===== src/rtl/dram_cmd_sched_if.sv =====
// dram_cmd_sched_if: command intake (valid/ready) and DRAM four-phase handshake bundle
interface dram_cmd_sched_if #(
  parameter int NUM_OF_BANKS = 8,
  parameter int NUM_OF_ROWS  = 128,
  parameter int NUM_OF_COLS  = 8
);
  localparam int BW = NUM_OF_BANKS > 1 ? $clog2(NUM_OF_BANKS) : 1;
  localparam int RW = NUM_OF_ROWS > 1 ? $clog2(NUM_OF_ROWS) : 1;
  localparam int CW = NUM_OF_COLS > 1 ? $clog2(NUM_OF_COLS) : 1;
  logic                    in_valid;
  logic                    in_ready;
  logic [1:0]              in_cmd;
  logic [BW-1:0]           in_bank;
  logic [RW-1:0]           in_row;
  logic [CW-1:0]           in_col;
  logic                    cmd_req;
  logic [1:0]              cmd;
  logic [NUM_OF_BANKS-1:0] bank_sel;
  logic [NUM_OF_ROWS-1:0]  row_sel;
  logic [NUM_OF_COLS-1:0]  col_sel;
  logic                    cmd_ack;
  logic                    cmd_done;
  logic                    cmd_err;
  modport master (
    output in_valid, in_cmd, in_bank, in_row, in_col, cmd_ack,
    input  in_ready, cmd_req, cmd, bank_sel, row_sel, col_sel, cmd_done, cmd_err
  );
  modport slave (
    input  in_valid, in_cmd, in_bank, in_row, in_col, cmd_ack,
    output in_ready, cmd_req, cmd, bank_sel, row_sel, col_sel, cmd_done, cmd_err
  );
endinterface


===== src/rtl/dram_cmd_sched.sv =====
// dram_cmd_sched: one-at-a-time DRAM command issue with tRCD/tRP/tRAS spacing and handshake timeout
// Optional per-bank open-row checking under `CMD_SCHED_BANK_CHECK_EN.
module dram_cmd_sched #(
  parameter int NUM_OF_BANKS = 8,
  parameter int NUM_OF_ROWS  = 128,
  parameter int NUM_OF_COLS  = 8,
  parameter int T_RCD        = 3,
  parameter int T_RP         = 3,
  parameter int T_RAS        = 6,
  parameter int HS_TIMEOUT   = 15
) (
  input logic             clk,
  input logic             rst_b,
  dram_cmd_sched_if.slave bus
);
  localparam int BW = NUM_OF_BANKS > 1 ? $clog2(NUM_OF_BANKS) : 1;
  localparam int RW = NUM_OF_ROWS > 1 ? $clog2(NUM_OF_ROWS) : 1;
  localparam int CW = NUM_OF_COLS > 1 ? $clog2(NUM_OF_COLS) : 1;
  localparam logic [7:0] RCD = 8'(T_RCD);
  localparam logic [7:0] RP  = 8'(T_RP);
  localparam logic [7:0] RAS = 8'(T_RAS);
  localparam logic [7:0] HST = 8'(HS_TIMEOUT - 1);
  localparam logic [1:0] ACT = 2'b00;
  localparam logic [1:0] PRE = 2'b11;
  typedef enum logic [1:0] {IDLE, WAIT, REQ, RELEASE} state_t;
  state_t        state;
  logic [1:0]    lat_cmd;
  logic [BW-1:0] lat_bank;
  logic [RW-1:0] lat_row;
  logic [CW-1:0] lat_col;
  logic [7:0]    act_cnt, pre_cnt, hs_cnt;
  logic          timing_ok, bank_bad, done_evt;
  always_comb timing_ok = lat_cmd == ACT ? pre_cnt >= RP : lat_cmd == PRE ? act_cnt >= RAS : act_cnt >= RCD;
  always_comb done_evt = state == RELEASE && !bus.cmd_ack;
`ifdef CMD_SCHED_BANK_CHECK_EN
  logic [NUM_OF_BANKS-1:0] open_flag;
  logic [RW-1:0]           open_row [NUM_OF_BANKS];
  always_comb bank_bad = bus.in_cmd == ACT ? open_flag[bus.in_bank] :
                         bus.in_cmd != PRE && (!open_flag[bus.in_bank] || open_row[bus.in_bank] != bus.in_row);
  always_ff @(posedge clk or negedge rst_b)
    if (!rst_b) open_flag <= '0;
    else if (done_evt && (lat_cmd == ACT || lat_cmd == PRE)) open_flag[lat_bank] <= lat_cmd == ACT;
  always_ff @(posedge clk)
    if (done_evt && lat_cmd == ACT) open_row[lat_bank] <= lat_row;
`else
  always_comb bank_bad = 1'b0;
`endif
  always_ff @(posedge clk or negedge rst_b) begin
    if (!rst_b) begin
      state        <= IDLE;
      bus.in_ready <= 1'b1;
      bus.cmd_req  <= 1'b0;
      bus.cmd      <= '0;
      bus.bank_sel <= '0;
      bus.row_sel  <= '0;
      bus.col_sel  <= '0;
      bus.cmd_done <= 1'b0;
      bus.cmd_err  <= 1'b0;
      lat_cmd      <= '0;
      lat_bank     <= '0;
      lat_row      <= '0;
      lat_col      <= '0;
      act_cnt      <= 8'hff;
      pre_cnt      <= 8'hff;
      hs_cnt       <= '0;
    end else begin
      bus.cmd_done <= 1'b0;
      bus.cmd_err  <= 1'b0;
      act_cnt      <= act_cnt + {7'd0, act_cnt != 8'hff};
      pre_cnt      <= pre_cnt + {7'd0, pre_cnt != 8'hff};
      hs_cnt       <= hs_cnt + 8'd1;
      case (state)
        IDLE: begin
          bus.in_ready <= 1'b1;
          if (bus.in_ready && bus.in_valid) begin
            lat_cmd      <= bus.in_cmd;
            lat_bank     <= bus.in_bank;
            lat_row      <= bus.in_row;
            lat_col      <= bus.in_col;
            bus.in_ready <= 1'b0;
            bus.cmd_err  <= bank_bad;
            state        <= bank_bad ? IDLE : WAIT;
          end
        end
        WAIT: if (timing_ok) begin
          state        <= REQ;
          bus.cmd_req  <= 1'b1;
          hs_cnt       <= '0;
          bus.cmd      <= lat_cmd;
          bus.bank_sel <= NUM_OF_BANKS'(1) << lat_bank;
          bus.row_sel  <= NUM_OF_ROWS'(1) << lat_row;
          bus.col_sel  <= NUM_OF_COLS'(1) << lat_col;
        end
        REQ: begin
          if (bus.cmd_ack) begin
            state       <= RELEASE;
            bus.cmd_req <= 1'b0;
            hs_cnt      <= '0;
          end else if (hs_cnt == HST) begin
            state        <= IDLE;
            bus.cmd_req  <= 1'b0;
            bus.cmd_err  <= 1'b1;
            bus.cmd      <= '0;
            bus.bank_sel <= '0;
            bus.row_sel  <= '0;
            bus.col_sel  <= '0;
          end
        end
        default: begin
          if (!bus.cmd_ack || hs_cnt == HST) begin
            state        <= IDLE;
            bus.cmd_done <= !bus.cmd_ack;
            bus.cmd_err  <= bus.cmd_ack;
            bus.cmd      <= '0;
            bus.bank_sel <= '0;
            bus.row_sel  <= '0;
            bus.col_sel  <= '0;
          end
          if (!bus.cmd_ack && lat_cmd == ACT) act_cnt <= '0;
          if (!bus.cmd_ack && lat_cmd == PRE) pre_cnt <= '0;
        end
      endcase
    end
  end
endmodule


===== src/flat_wrapper.sv =====
// flat-port wrapper written by rule: the top's interface ports become plain ports
module dram_cmd_sched_flat 
#(
  parameter int NUM_OF_BANKS = 8,
  parameter int NUM_OF_ROWS  = 128,
  parameter int NUM_OF_COLS  = 8,
  parameter int T_RCD        = 3,
  parameter int T_RP         = 3,
  parameter int T_RAS        = 6,
  parameter int HS_TIMEOUT   = 15
)
  (clk, rst_b, bus_in_valid, bus_in_cmd, bus_in_bank, bus_in_row, bus_in_col, bus_cmd_ack, bus_in_ready, bus_cmd_req, bus_cmd, bus_bank_sel, bus_row_sel, bus_col_sel, bus_cmd_done, bus_cmd_err);
  dram_cmd_sched_if #(.NUM_OF_BANKS(NUM_OF_BANKS), .NUM_OF_ROWS(NUM_OF_ROWS), .NUM_OF_COLS(NUM_OF_COLS)) bus_i ();
  input logic clk;
  input logic rst_b;
  input wire logic [$bits(bus_i.in_valid)-1:0] bus_in_valid;
  input wire logic [$bits(bus_i.in_cmd)-1:0] bus_in_cmd;
  input wire logic [$bits(bus_i.in_bank)-1:0] bus_in_bank;
  input wire logic [$bits(bus_i.in_row)-1:0] bus_in_row;
  input wire logic [$bits(bus_i.in_col)-1:0] bus_in_col;
  input wire logic [$bits(bus_i.cmd_ack)-1:0] bus_cmd_ack;
  output wire logic [$bits(bus_i.in_ready)-1:0] bus_in_ready;
  output wire logic [$bits(bus_i.cmd_req)-1:0] bus_cmd_req;
  output wire logic [$bits(bus_i.cmd)-1:0] bus_cmd;
  output wire logic [$bits(bus_i.bank_sel)-1:0] bus_bank_sel;
  output wire logic [$bits(bus_i.row_sel)-1:0] bus_row_sel;
  output wire logic [$bits(bus_i.col_sel)-1:0] bus_col_sel;
  output wire logic [$bits(bus_i.cmd_done)-1:0] bus_cmd_done;
  output wire logic [$bits(bus_i.cmd_err)-1:0] bus_cmd_err;
  assign bus_i.in_valid = bus_in_valid;
  assign bus_i.in_cmd = bus_in_cmd;
  assign bus_i.in_bank = bus_in_bank;
  assign bus_i.in_row = bus_in_row;
  assign bus_i.in_col = bus_in_col;
  assign bus_i.cmd_ack = bus_cmd_ack;
  assign bus_in_ready = bus_i.in_ready;
  assign bus_cmd_req = bus_i.cmd_req;
  assign bus_cmd = bus_i.cmd;
  assign bus_bank_sel = bus_i.bank_sel;
  assign bus_row_sel = bus_i.row_sel;
  assign bus_col_sel = bus_i.col_sel;
  assign bus_cmd_done = bus_i.cmd_done;
  assign bus_cmd_err = bus_i.cmd_err;
  dram_cmd_sched #(.NUM_OF_BANKS(NUM_OF_BANKS), .NUM_OF_ROWS(NUM_OF_ROWS), .NUM_OF_COLS(NUM_OF_COLS), .T_RCD(T_RCD), .T_RP(T_RP), .T_RAS(T_RAS), .HS_TIMEOUT(HS_TIMEOUT)) u_core (.clk(clk), .rst_b(rst_b), .bus(bus_i));
endmodule

===== config.mk =====
export PLATFORM = sky130hd
export DESIGN_NAME = dram_cmd_sched_flat
export DESIGN_NICKNAME = d
export VERILOG_FILES = /design/src/rtl/dram_cmd_sched_if.sv /design/src/rtl/dram_cmd_sched.sv /design/src/flat_wrapper.sv
export SDC_FILE = /design/constraint.sdc
export NUM_CORES = 1
export LEC_CHECK = 0
export CORE_MARGIN = 2
export CORE_UTILIZATION = 51
export CTS_BUF_LIST = sky130_fd_sc_hd__clkbuf_16
export CTS_CLUSTER_DIAMETER = 60
export DETAILED_ROUTE_END_ITERATION = 10
export GPL_ROUTABILITY_DRIVEN = 0
export GPL_TIMING_DRIVEN = 0
export PLACE_DENSITY = 0.8
export SYNTH_ARGS = -nofsm -noshare
export SYNTH_HDL_FRONTEND = slang
export SYNTH_SLANG_ARGS = --single-unit

===== constraint.sdc =====
create_clock -name clk -period 3.9 [get_ports clk]
set_clock_uncertainty 0.2 [all_clocks]
set_input_delay 1.17 -clock clk [delete_from_list [all_inputs] [get_ports clk]]
set_output_delay 1.17 -clock clk [all_outputs]
set_load 0.02 [all_outputs]

==> impl_metrics.ini <==
[run_status]
status = completed

[yosys]
synth.area.mux_share_pct = 2.49
synthTopCellsByArea = dfrtp_1 (57%), o2bb2ai_1 (13%), dfstp_2 (5.8%)
synth_most_common_cell = dfrtp_1
synth-adder-area-share_pct = 1.79
synth_top_family_by_area = compound AO/OA/AOI/OAI gates
yosys.area_share.xor_xnor_pct = 1.48
cell_count_after_synthesis = 601
yosys_register_bits = 191
synth_compound_area_share_pct = 20.4
synth.net_count = 631
synth_flop_cell = dfrtp_1
count_of_flip_flops_with_a_built_in_enable_after_synthesis = 0
synth_seq_area_share_pct = 62.5
netlist.top_cell.by_area = dfrtp_1
async_set_or_reset_flop_fraction_in_the_synthesized_netlist_pct = 100
ys_top_cells_by_count = dfrtp_1 (174), o2bb2ai_1 (118), o21ai_0 (39)
synth.lib_cells_used.distinct = 43
syn_avg_cell_area_um2 = 12.8
synth_top_area_share_pct = 56.6
yosys.area_share.simple_pct = 9.10
ys_warn_count = 0
syn-cell-area_mm2 = 0.00769

[detailed_routing]
drt-pass1-iter-count = 5
drt_first_iter_violations = 429
route.vias.total = 5916
drc_violation_count_after_routing = 0
routed_wirelength_um = 21400
detail_route.vias_per_cell = 6.00
drt-wirelength-per-cell_um = 21.7
route.antenna.remaining_nets = 0

[cts]
tritoncts = yes
clkLatencyLatePin_ns = 0.43
cts-root-buf = clkbuf_16
clock_tree.buffer_depth = 2
cts.htree.levels = 4
total_clock_buffers_created_by_cts = 17
post_cts_resize_count = 0
cts_num_sinks = 191
clk_transition_reported_paths_ns = 0.07
cts_hold_buffers = 0
post-cts-setup-buffers = 0

[placed_design]
numPortBuffers = 168
post-place-cells = 954
post_dp_cell_area_mm2 = 0.00963
place_hpwl_um = 14900
dp_slack_ns = 0.0451

[setup_path]
crit_slowest_cell = or4_1
path_class = register to register
critical_path.endpoint_type = register
cp_common_cell = buf_2
crit_path_max_fanout = 10
critical_path_required_ns = 4.00
path_cells = inv_1 -> ha_1 -> buf_2 -> or4_1 -> o211a_1 -> a211oi_2 -> nand2_1 -> clkbuf_1 -> buf_2 -> buf_2 -> o2bb2ai_1
critical_path_arrival_ns = 3.81
max_stage_delay_ns = 0.53
critPathLaunchType = register

[cells_and_area]
post_route_cells_drive_above_1_share_pct = 11.2
fillCellCount = 1031
final_core_util_pct = 70.0
finish.instance_area_mm2 = 0.0103
area.growth.synth_to_final_pct = 33.4
seqCellArea_mm2 = 0.00480
multi_input_gate_area_mm2 = 0.00271
layoutNonFillerInstCount = 986
num-nets-final = 819
diodes = 0

[sta]
tightestPinTransition_ns = 0.656
worst_hold_slack_ns = 0.292
slew_headroom_pct = 56.3
fmax_mhz = 270
setup_slack_ns = 0.193
finalSetupViolations = 0
setup_tns_ns = 0
min_period_over_period_pct = 95.1
slew_violations = 0
final-hold-violation-count = 0
unrepaired_setup_endpoints_after_global_routing = no
final.min_clock_period_ns = 3.71

[global_routing]
grt_remaining_overflow = 0
globalRouteTotalUtil_pct = 27.7
maximum_number_of_pins_on_one_net_before_global_route_repair = 111
first_global_vias = 6204
antenna_found_initial = 0
grt_first_pass_wirelength_um = 34400

[floorplanning]
die_outline_area_mm2 = 0.0161
core-area_mm2 = 0.0146
design.portCount = 169
initial_core_util_pct = 52.5
die_width_um = 127
die_height_um = 127
row_count = 44

[pwr]
ir_worst_vdd_v = 0.000491
power_density_mw_per_mm2 = 664
static-leakage-power_nw = 4.21
totalPowerFinal_mw = 6.81

[job]
max_cap_violations = 0

[worst_hold_path]
worst_hold_path_type = register to register
==> worst paths after layout <==
check | slack, ns | endpoint | depth (start not counted) | startpoint
hold reg to reg | 0.29 | u_core.bus.row_sel[67] | 1 | u_core.bus.row_sel[67]
hold / removal | 0.29 | u_core.bus.row_sel[67] | 1 | u_core.bus.row_sel[67]
setup reg to reg | 0.19 | u_core.bus.row_sel[122] | 11 | u_core.state[0]
min in group asynchronous | 0.53 | u_core.bus.cmd_err | 1 | rst_b
setup / recovery | 0.19 | u_core.bus.row_sel[122] | 11 | u_core.state[0]
max in group asynchronous | 2.02 | u_core.bus.row_sel[66] | 2 | rst_b
==> cell type report <==
| class | count | area share [%] |
|---|---|---|
| Sequential cell | 191 | 46.8 |
| Buffer | 37 | 1.51 |
| Tap cell | 184 | 2.25 |
| Timing Repair Buffer | 169 | 16.7 |
| Clock inverter | 15 | 1.94 |
| Clock buffer | 17 | 4.15 |
| Inverter | 5 | 0.183 |
| Multi-Input combinational cell | 368 | 26.4 |
==> worst max-delay path, delay by kind of cell (launching register included) <==
family / cells / cell delay, ns
AO/OA/AOI/OAI: 3 / 0.94
adder cells (fa/ha/maj): 1 / 0.20
buffers and inverters: 5 / 1.10
flip-flops: 1 / 0.44
AND/OR/NAND/NOR: 2 / 0.70
==> cell families (layout without fill, tap and decap cells) <==
| family | count (synthesis) | after routing |
|---|---|---|
| AOI/OAI and AO/OA | 192 | 192 |
| DFF | 191 | 191 |
| and+or+nand+nor | 135 | 135 |
| buffers and inverters | 42 | 243 |
| muxes | 17 | 17 |
| xor gates and xnor gates | 13 | 13 |
| adders and majority gates | 11 | 11 |
==> cells in the final DEF (no fill, tap or decap), types with 3 or more instances in the layout <==
cell type / Yosys / routed
a21oi_1: 10 / 10
and2_1: 4 / 4
buf_2: 7 / 7
bufinv_16: 0 / 3
clkbuf_1: 28 / 28
clkbuf_16: 0 / 17
clkdlybuf4s50_1: 0 / 167
clkinvlp_4: 0 / 3
dfrtp_1: 174 / 174
dfstp_2: 17 / 17
ha_1: 11 / 11
inv_1: 5 / 5
inv_6: 0 / 4
inv_8: 0 / 3
mux2_2: 17 / 17
nand2_1: 25 / 25
nand3_1: 24 / 24
nand4_1: 14 / 14
nor2_1: 30 / 30
nor2b_1: 13 / 13
nor3b_1: 3 / 3
o211a_1: 3 / 3
o21ai_0: 39 / 39
o2bb2ai_1: 118 / 118
o2bb2ai_2: 10 / 10
or3_1: 5 / 5
or4_1: 4 / 4
xnor2_1: 3 / 3
xor2_1: 10 / 10
==> power by group <==
group          internal, mW  total (mW)  switching, mW
combinational         0.790        2.31           1.52
sequential             2.36        2.66          0.300
clock                  1.03        1.84          0.810
total                  4.18        6.81           2.63
==> sequential cells by signal (all words and copies together), names as in the netlist, 7 cells and up <==
| register | flops |
|---|---|
| u_core.act_cnt | 8 |
| u_core.bus.bank_sel | 8 |
| u_core.bus.col_sel | 8 |
| u_core.bus.row_sel | 128 |
| u_core.hs_cnt | 8 |
| u_core.lat_row | 7 |
| u_core.pre_cnt | 8 |
==> metal layers <==
metal  GRT usage [%]  share of wire, %  up-vias
met1            37.3                43     3034
met3            8.56               6.6       36
met2            43.4                48      210
met4            9.11               2.4        0
met5               0                 0        -
li1                -                 -     2636
No activity file was read; power rests on OpenSTA's default activity.
